===== src/rtl/dfe_pkg.sv =====
// dfe_pkg: shared CIC sizing constants and the interpolation-factor clamp.
package dfe_pkg;
    localparam int DATA_WIDTH = 16;
    localparam int N_STAGES = 3;
    localparam int K_MAX = 4;
    localparam int ACC_W = DATA_WIDTH + (N_STAGES - 1) * K_MAX;

    function automatic logic [4:0] clip_k(input logic [4:0] f, input int kmax);
        return (f > kmax) ? 5'(kmax) : f;
    endfunction
endpackage


===== src/rtl/cic_integrator.sv =====
// cic_integrator: registered wrap-around accumulator with synchronous clear.
module cic_integrator
    import dfe_pkg::*;
#(
    parameter int W = ACC_W
) (
    input  logic         CLK,
    input  logic         RST,
    input  logic         clr,
    input  logic [W-1:0] din,
    output logic [W-1:0] acc
);
    always_ff @(posedge CLK) acc <= (RST | clr) ? '0 : acc + din;
endmodule


===== src/rtl/cic_interpolator.sv =====
// cic_interpolator: N-stage CIC interpolator, R = 2^k, combs at the low rate,
// zero-stuffing upsample register, registered integrators, unity-gain output shift.
module cic_interpolator #(
    parameter int DATA_WIDTH = dfe_pkg::DATA_WIDTH,
    parameter int N_STAGES = dfe_pkg::N_STAGES,
    parameter int K_MAX = dfe_pkg::K_MAX
) (
    input  logic                  CLK,
    input  logic                  RST,
    input  logic [4:0]            Interpolation_Factor,
    input  logic                  in_valid,
    output logic                  in_ready,
    input  logic [DATA_WIDTH-1:0] data_in,
    output logic                  out_valid,
    output logic [DATA_WIDTH-1:0] data_out,
    output logic                  underrun
);
    localparam int AW = DATA_WIDTH + (N_STAGES - 1) * K_MAX;
    localparam int PW = K_MAX > 0 ? K_MAX : 1;
    logic [PW-1:0] phase, mask;
    logic [4:0] k_reg, k_eff, k_nxt;
    logic [AW-1:0] dly [N_STAGES];
    logic [AW-1:0] stg [N_STAGES+1];
    logic [AW-1:0] acc [N_STAGES+1];
    logic [AW-1:0] up_reg;
    logic signed [AW-1:0] shifted;
    logic [2:0] vcnt;
    logic clr;

    assign k_eff = dfe_pkg::clip_k(Interpolation_Factor, K_MAX);
    assign in_ready = phase == '0;
    assign underrun = in_ready & ~in_valid & ~RST;
    assign clr = in_ready & (k_eff != k_reg);
    assign k_nxt = in_ready ? k_eff : k_reg;
    assign mask = PW'((32'd1 << k_nxt) - 32'd1);
    assign shifted = $signed(acc[N_STAGES]) >>> (2 * k_reg);
    assign acc[0] = up_reg;

    // A factor change restarts the filter, so the comb history is ignored on that sample.
    always_comb begin
        stg[0] = in_valid ? AW'($signed(data_in)) : '0;
        for (int i = 0; i < N_STAGES; i++) stg[i+1] = stg[i] - (clr ? '0 : dly[i]);
    end

    always_ff @(posedge CLK) begin
        if (RST) begin
            phase <= '0;
            k_reg <= '0;
            up_reg <= '0;
            vcnt <= '0;
            out_valid <= 1'b0;
            data_out <= '0;
            for (int i = 0; i < N_STAGES; i++) dly[i] <= '0;
        end else begin
            if (in_ready) begin
                k_reg <= k_eff;
                for (int i = 0; i < N_STAGES; i++) dly[i] <= stg[i];
            end
            up_reg <= in_ready ? stg[N_STAGES] : '0;
            phase <= (phase + 1'b1) & mask;
            vcnt <= vcnt + {2'b0, ~vcnt[2]};
            out_valid <= vcnt[2];
            data_out <= shifted[DATA_WIDTH-1:0];
        end
    end

    for (genvar g = 0; g < N_STAGES; g++) begin : g_int
        cic_integrator #(.W(AW)) u_int (
            .CLK(CLK),
            .RST(RST),
            .clr(clr),
            .din(acc[g]),
            .acc(acc[g+1])
        );
    end
endmodule


===== config.mk =====
export PLATFORM = sky130hd
export DESIGN_NAME = cic_interpolator
export DESIGN_NICKNAME = d
export VERILOG_FILES = /design/src/rtl/dfe_pkg.sv /design/src/rtl/cic_integrator.sv /design/src/rtl/cic_interpolator.sv
export SDC_FILE = /design/constraint.sdc
export NUM_CORES = 1
export LEC_CHECK = 0
export BUFFER_PORTS_ARGS = -buffer_cell sky130_fd_sc_hd__buf_2
export CAP_MARGIN = 20
export CORE_MARGIN = 8
export CORE_UTILIZATION = 60
export DETAILED_ROUTE_END_ITERATION = 8
export GPL_TIMING_DRIVEN = 0
export PLACE_DENSITY = 0.76
export SLEW_MARGIN = 10
export SYNTH_ARGS = -nofsm -noshare
export SYNTH_HDL_FRONTEND = slang
export SYNTH_HIERARCHICAL = 1
export SYNTH_SLANG_ARGS = --single-unit

===== constraint.sdc =====
create_clock -name CLK -period 12.9 [get_ports CLK]
set_input_delay 1.29 -clock CLK [delete_from_list [all_inputs] [get_ports CLK]]
set_output_delay 1.29 -clock CLK [all_outputs]
set_load 0.03 [all_outputs]

# Yosys cells after proc, flatten, opt, wreduce, memory -nomap -nowiden
# Memories as Yosys holds them, arrays and structs flattened.
# Cells that the tools add are included.
[totals]
inputBits = 24
ramBits = 72
word_cells = 51
n_memories = 1
out_inout_bits = 19
register_bits = 125
[classes]
order_cmp = 1
shifts = 2
reduce_logical = 2
add_sub_neg = 9
bitwise_logic = 12
n_eq_ne = 1
muxes = 14
[mem_list]
columns = ["name", "words", "width", "read_ports", "rd_clocked_by_memory_dff", "write_ports", "line_no", "rtl"]
rows = [
  ["dly", 3, 24, 3, 0, 3, "cic_interpolator.sv:22", "logic [AW-1:0] dly [N_STAGES];"],
]
[ops]
columns = ["cell", "n"]
rows = [
  ["two-way mux 24 bit", 7],
  ["adder 24 bit", 3],
  ["subtractor 24 bit", 3],
  [">>> shifter 24 x 6 -> 16 bit", 1],
  ["two-way mux 5 bit", 2],
  ["greater-than comparator 5 x 3 -> 1 bit (second input constant)", 1],
  ["two-way mux 1 bit", 5],
  ["!= test 5 bit", 1],
  ["<< shifter 1 x 5 -> 4 bit (first input constant)", 1],
  ["adder 4 x 1 -> 4 bit (second input constant)", 1],
  ["AND 4 bit", 1],
  ["logical NOT 4 bit", 1],
  ["inverter 1 bit", 4],
  ["OR 1 bit", 4],
  ["subtractor 4 x 1 -> 4 bit (second input constant)", 1],
  ["adder 3 x 1 -> 3 bit", 1],
  ["AND 1 bit", 3],
  ["OR reduction 2 bit", 1],
]

# Logic depth before layout (Yosys ltp)
[depth]
ltp_word = 8
mapped_depth = 38
mapped_depth_nobuf = 35

# Hierarchy
# Netlist, hierarchy kept.
[modules_own_cells]
columns = ["mod", "cells_per_inst", "area_per_inst_um2", "n_inst", "seq_area_each_um2"]
rows = [
  ["cic_interpolator", 907, 8124.0, 1, 2982.9],
  ["cic_integrator", 217, 1846.8, 3, 480.5],
]

# Worst setup path after synthesis
# Ideal clock, no wire load.
[synth_path]
path_kind = "input to register"
startpoint = "input port Interpolation_Factor[3]"
endpoint = "register up_reg[23]"
setup_ns = 0.117
setup_slack_ns = 5.149
arrival_ns = 7.634
required_time_ns = 12.783
n_path_buf = 3
stages = 35
cell_sequence = "nor4b_1 > mux2i_1 > a22oi_1 > buf_2 > clkbuf_1 > clkbuf_1 > nand2_1 > ha_1 > o21a_1 > o31a_1 > o31a_1 > o21ai_0 > a21boi_0 > o21ai_0 > a21boi_0 > o21ai_0 > nand2b_1 > xor2_1 > ha_1 > and3_1 > and4_1 > a32oi_1 > and2_1 > nand2_1 > xnor2_1 > ha_1 > nand3_1 > o21ai_0 > o21ai_0 > a31oi_1 > a21oi_1 > o21ai_0 > a41oi_2 > xnor2_1 > nor2_1"
[synth_lines]
columns = ["element", "line_no", "rtl"]
rows = [
  ["start, declared", "cic_interpolator.sv:10", "input logic [4:0] Interpolation_Factor,"],
  ["end signal, assigned", "cic_interpolator.sv:59", "up_reg <= in_ready ? stg[N_STAGES] : '0;"],
  ["end, declared", "cic_interpolator.sv:25", "logic [AW-1:0] up_reg;"],
]

==> metrics.md <==
| Metric | Value |
|---|---|
| Detailed router's first-iteration violation count | 625 |
| Max FFs per register | between 70 and 80 |
| Hold Crit Class | register to register |
| Synth Area per Inst | between 8 and 9 µm² |
| Metal-1 WL | around 13000 µm |
| Antenna Diode Count | 0 |
| Hold_sp | vcnt[2]$_SDFF_PP0_ |
| Pre-Repair DR Iteration Count | 6 |
| I/O pins | 43 |
| Post-CTS Setup Inserts | 0 |
| Outcome | complete, no violations |
| Mapped Area | approximately 14000 µm² |
| Row count | 55 |
| Routed via count | roughly 11k |
| Crit-path most repeated cell | o21ai_0 |
| Number of synthesized flops with an enable pin | between 60 and 70 |
| Initial antenna violation count | 0 |
| Worst setup SP type | primary input |
| Routed length on met3 | 965 µm |
| Synthesized flop and latch total | 189 |
| Dpl cells | 1886 |
| Max-cap violations | 0 |
| Area Growth Syn to Fin | 8.89% |
| First-pass GRT wire length | a little over 50000 µm |
| Final setup vio count | 0 |
| Met2 WL | roughly 16000 µm |
| Die Ht | 167 µm |
| Worst Path Max Fanout | 10 |
| WP depth | 36 |
| Hold Violations, Final | 0 |
| Antenna-violating nets left | 0 |
| Number of distinct library cells after synthesis | ~80 |
| Post-detail-place hpwl | roughly 24000 µm |
| I/O Buffers | 42 |
| Slew Viols, Final | 0 |
| H-tree lvl count | 4 |
| Skew final | ~0.017 ns |
| Critical Path RT | approximately 13 ns |
| CTS tree | built |
| CP max stage delay | ~0.47 ns |
| Crit Reg-Reg Endpoint | up_reg[23]$_SDFF_PN0_ |
| Mapped Nets | between 1.5k and 2k |
| Least-Margin Pin Slew | a little under 0.8 ns |
| Hold path cells | 2 |
| CTS root buffer | clkbuf_16 |
| CTS buffer count | 17 |
| Core box area | 22500 µm² |
| Ys Warns | 6 |
| Total gr overflow | 0 |
| Buf/Inv on CP | 4 |
| Async SR Flop Fraction | 0% |
| Number of remaining DRC errors | 0 |
| Period utilization | between 70 and 80% |
| Clock transition at path regs | 0.07 ns |
| Share of cells above drive strength 1 | approximately 8.7% |
| Beginning of the worst register-to-register path | k_reg[0]$_SDFF_PP0_ |
| Starting Density | 60.7% |
| GPL Wtd Cong | 0.924 |
| Cell family with most CP delay | compound AO/OA/AOI/OAI gates |
| Vias in the first global route | 11.0k |
| Largest net degree at the start of global routing | 65 |
| Routed len/inst | between 15 and 20 µm |
| Synth Flop Type | dfxtp_1 |
| Crit path time final | 9.35 ns |
| Post-CTS Hold Fix Bufs | 0 |
| Die area | roughly 28000 µm² |
| Post-synthesis sequential area ratio | between 30% and 40% |
| Fmax | around 110 MHz |
| R2r worst-path depth | 35 |
| WS Path Type | primary input to register |
| Setup TNS | 0 ns |
| Mapped Cells | 1558 |
| Clock Latency Late Sink | between 0.4 and 0.5 ns |
| TritonCTS Sinks | around 190 |
| Fin nets | ~1.8k |
| Post-cts sizing count | 0 |
| CTS max path bufs | 2 |
| Top Metal Used | met4 |
| Worst slew margin | a little under half |
| Final WL | 31100 µm |
| Reg2Reg Setup Slack | between 4 and 5 ns |
| Filler instances | between 1.5k and 2k |
| Crit-path slowest cell | a22oi_1 |
| Crit. End Element | register |
| Vias per cell | 5.82 |
| Worst Path Arrival | between 9 and 10 ns |
| Final Non-Filler Cells | between 1.5k and 2k |
| Global-route usage over all layers | around 22% |
| RSZ-0062 raised after global routing | false |
| Die Span X | ~170 µm |
| Hold Path Sink | out_valid$_SDFF_PP0_ |
-- cell families (layout without fill, tap and decap cells) --
| group | after synthesis | in the layout | synth area share [%] |
|---|---|---|---|
| AO/OA/AOI/OAI | 410 | 410 | 20.7 |
| XOR/XNOR | 105 | 105 | 6.89 |
| adder cells (fa/ha/maj) | 142 | 142 | 13.3 |
| buffers and inverters | 94 | 169 | 2.74 |
| flip-flops | 189 | 189 | 32.4 |
| multiplexers | 42 | 42 | 4.02 |
| AND/OR/NAND/NOR | 576 | 576 | 19.9 |
-- tightest hold or removal path, delay by kind of cell, from the launching register on --
kind | cells | cell delay [ns]
simple gates | 1 | 0.04
flops | 1 | 0.32
buf+inv | 1 | 0.07
-- through the flow --
| step | util (%) | setup WS, ns | hold WS (ns) | area (µm²) |
|---|---|---|---|---|
| floorplan | - | 5.15 | 0.446 | 13700 |
| global placement | 63.2 | 3.44 | 0.465 | 14200 |
| detailed placement | 63.4 | 3.26 | 0.472 | 14300 |
| CTS | 66.1 | 3.65 | 0.486 | 14900 |
| global route | 66.1 | 2.83 | 0.501 | 14900 |
| finish | 66.1 | 3.55 | 0.483 | 14900 |
-- how the worst max path moves through the flow --
stage,from,to
2_1_floorplan,Interpolation_Factor[3],up_reg[23]$_SDFF_PN0_
3_3_place_gp,Interpolation_Factor[3],up_reg[23]$_SDFF_PN0_
3_5_place_dp,Interpolation_Factor[3],up_reg[23]$_SDFF_PN0_
4_1_cts,Interpolation_Factor[3],up_reg[23]$_SDFF_PN0_
5_1_grt,Interpolation_Factor[3],up_reg[23]$_SDFF_PN0_
6_report,Interpolation_Factor[3],up_reg[23]$_SDFF_PN0_
-- area by class of cell --
| class | instances | area, µm² | area share, % |
|---|---|---|---|
| timing repair buffer | 43 | 238 | 1.60 |
| sequential | 189 | 4420 | 29.7 |
| multi-input combinational | 1275 | 8870 | 59.6 |
| clock buffer | 20 | 457 | 3.07 |
| buffer | 55 | 228 | 1.53 |
| clock inverter | 12 | 156 | 1.05 |
| inverter | 39 | 146 | 0.984 |
| tap | 285 | 357 | 2.40 |
-- synth_stat cells, types with 7 or more instances --
master	instances	share of area (%)
a21oi_1	124	4.5
a211o_1	8	0.51
nand2b_1	15	0.69
a211oi_1	8	0.44
nor2b_1	14	0.64
clkbuf_1	37	1.0
dfxtp_1	125	18
and3_1	11	0.50
and2_1	69	3.2
buf_2	7	0.26
o21ai_0	65	2.4
o21bai_1	16	0.88
buf_1	8	0.22
nor2_1	171	4.7
xor2_1	31	2.0
inv_1	38	1.0
a21boi_0	7	0.38
ha_1	136	12
nor3_1	50	1.8
a31oi_1	13	0.60
xnor2_1	72	4.6
mux4_2	10	1.6
edfxtp_1	64	14
o21a_1	26	1.4
nand3_1	34	1.2
nand2_1	169	4.6
a21o_1	64	3.5
nand4_1	7	0.32
nor3b_1	10	0.55
mux2i_1	29	2.1
-- cell usage in the layout (no fill, tap or decap), drive strengths merged, types with 6 or more instances in the layout --
cell type / synthesis / final
a31oi: 13 / 13
nand3: 34 / 34
o21bai: 16 / 16
a21boi: 7 / 7
o21a: 26 / 26
a21oi: 128 / 128
o2111ai: 6 / 6
xnor2: 72 / 72
a211o: 8 / 8
xor2: 32 / 32
and3: 11 / 11
and2: 71 / 71
nor3b: 13 / 13
nand2: 169 / 169
nor2: 171 / 171
nor3: 50 / 50
ha: 136 / 136
a211oi: 11 / 11
o211ai: 6 / 6
o41ai: 8 / 8
nor2b: 15 / 15
buf: 17 / 60
or2: 6 / 6
a41oi: 8 / 8
nand4: 7 / 7
clkbuf: 38 / 58
edfxtp: 64 / 64
dfxtp: 125 / 125
a21o: 64 / 64
nand2b: 15 / 15
fa: 6 / 6
mux4: 10 / 10
mux2i: 29 / 29
o21ai: 66 / 66
inv: 39 / 44
-- metal layers --
metal / track usage (%) / vias up
met4: 10.9 / 0
met3: 3.59 / 63
met2: 41.0 / 208
met5: 0 / -
met1: 24.9 / 5167
li1: - / 5734
Power is not shown: default switching activity piles up to over one toggle a cycle in this logic, so the estimate is an artifact.
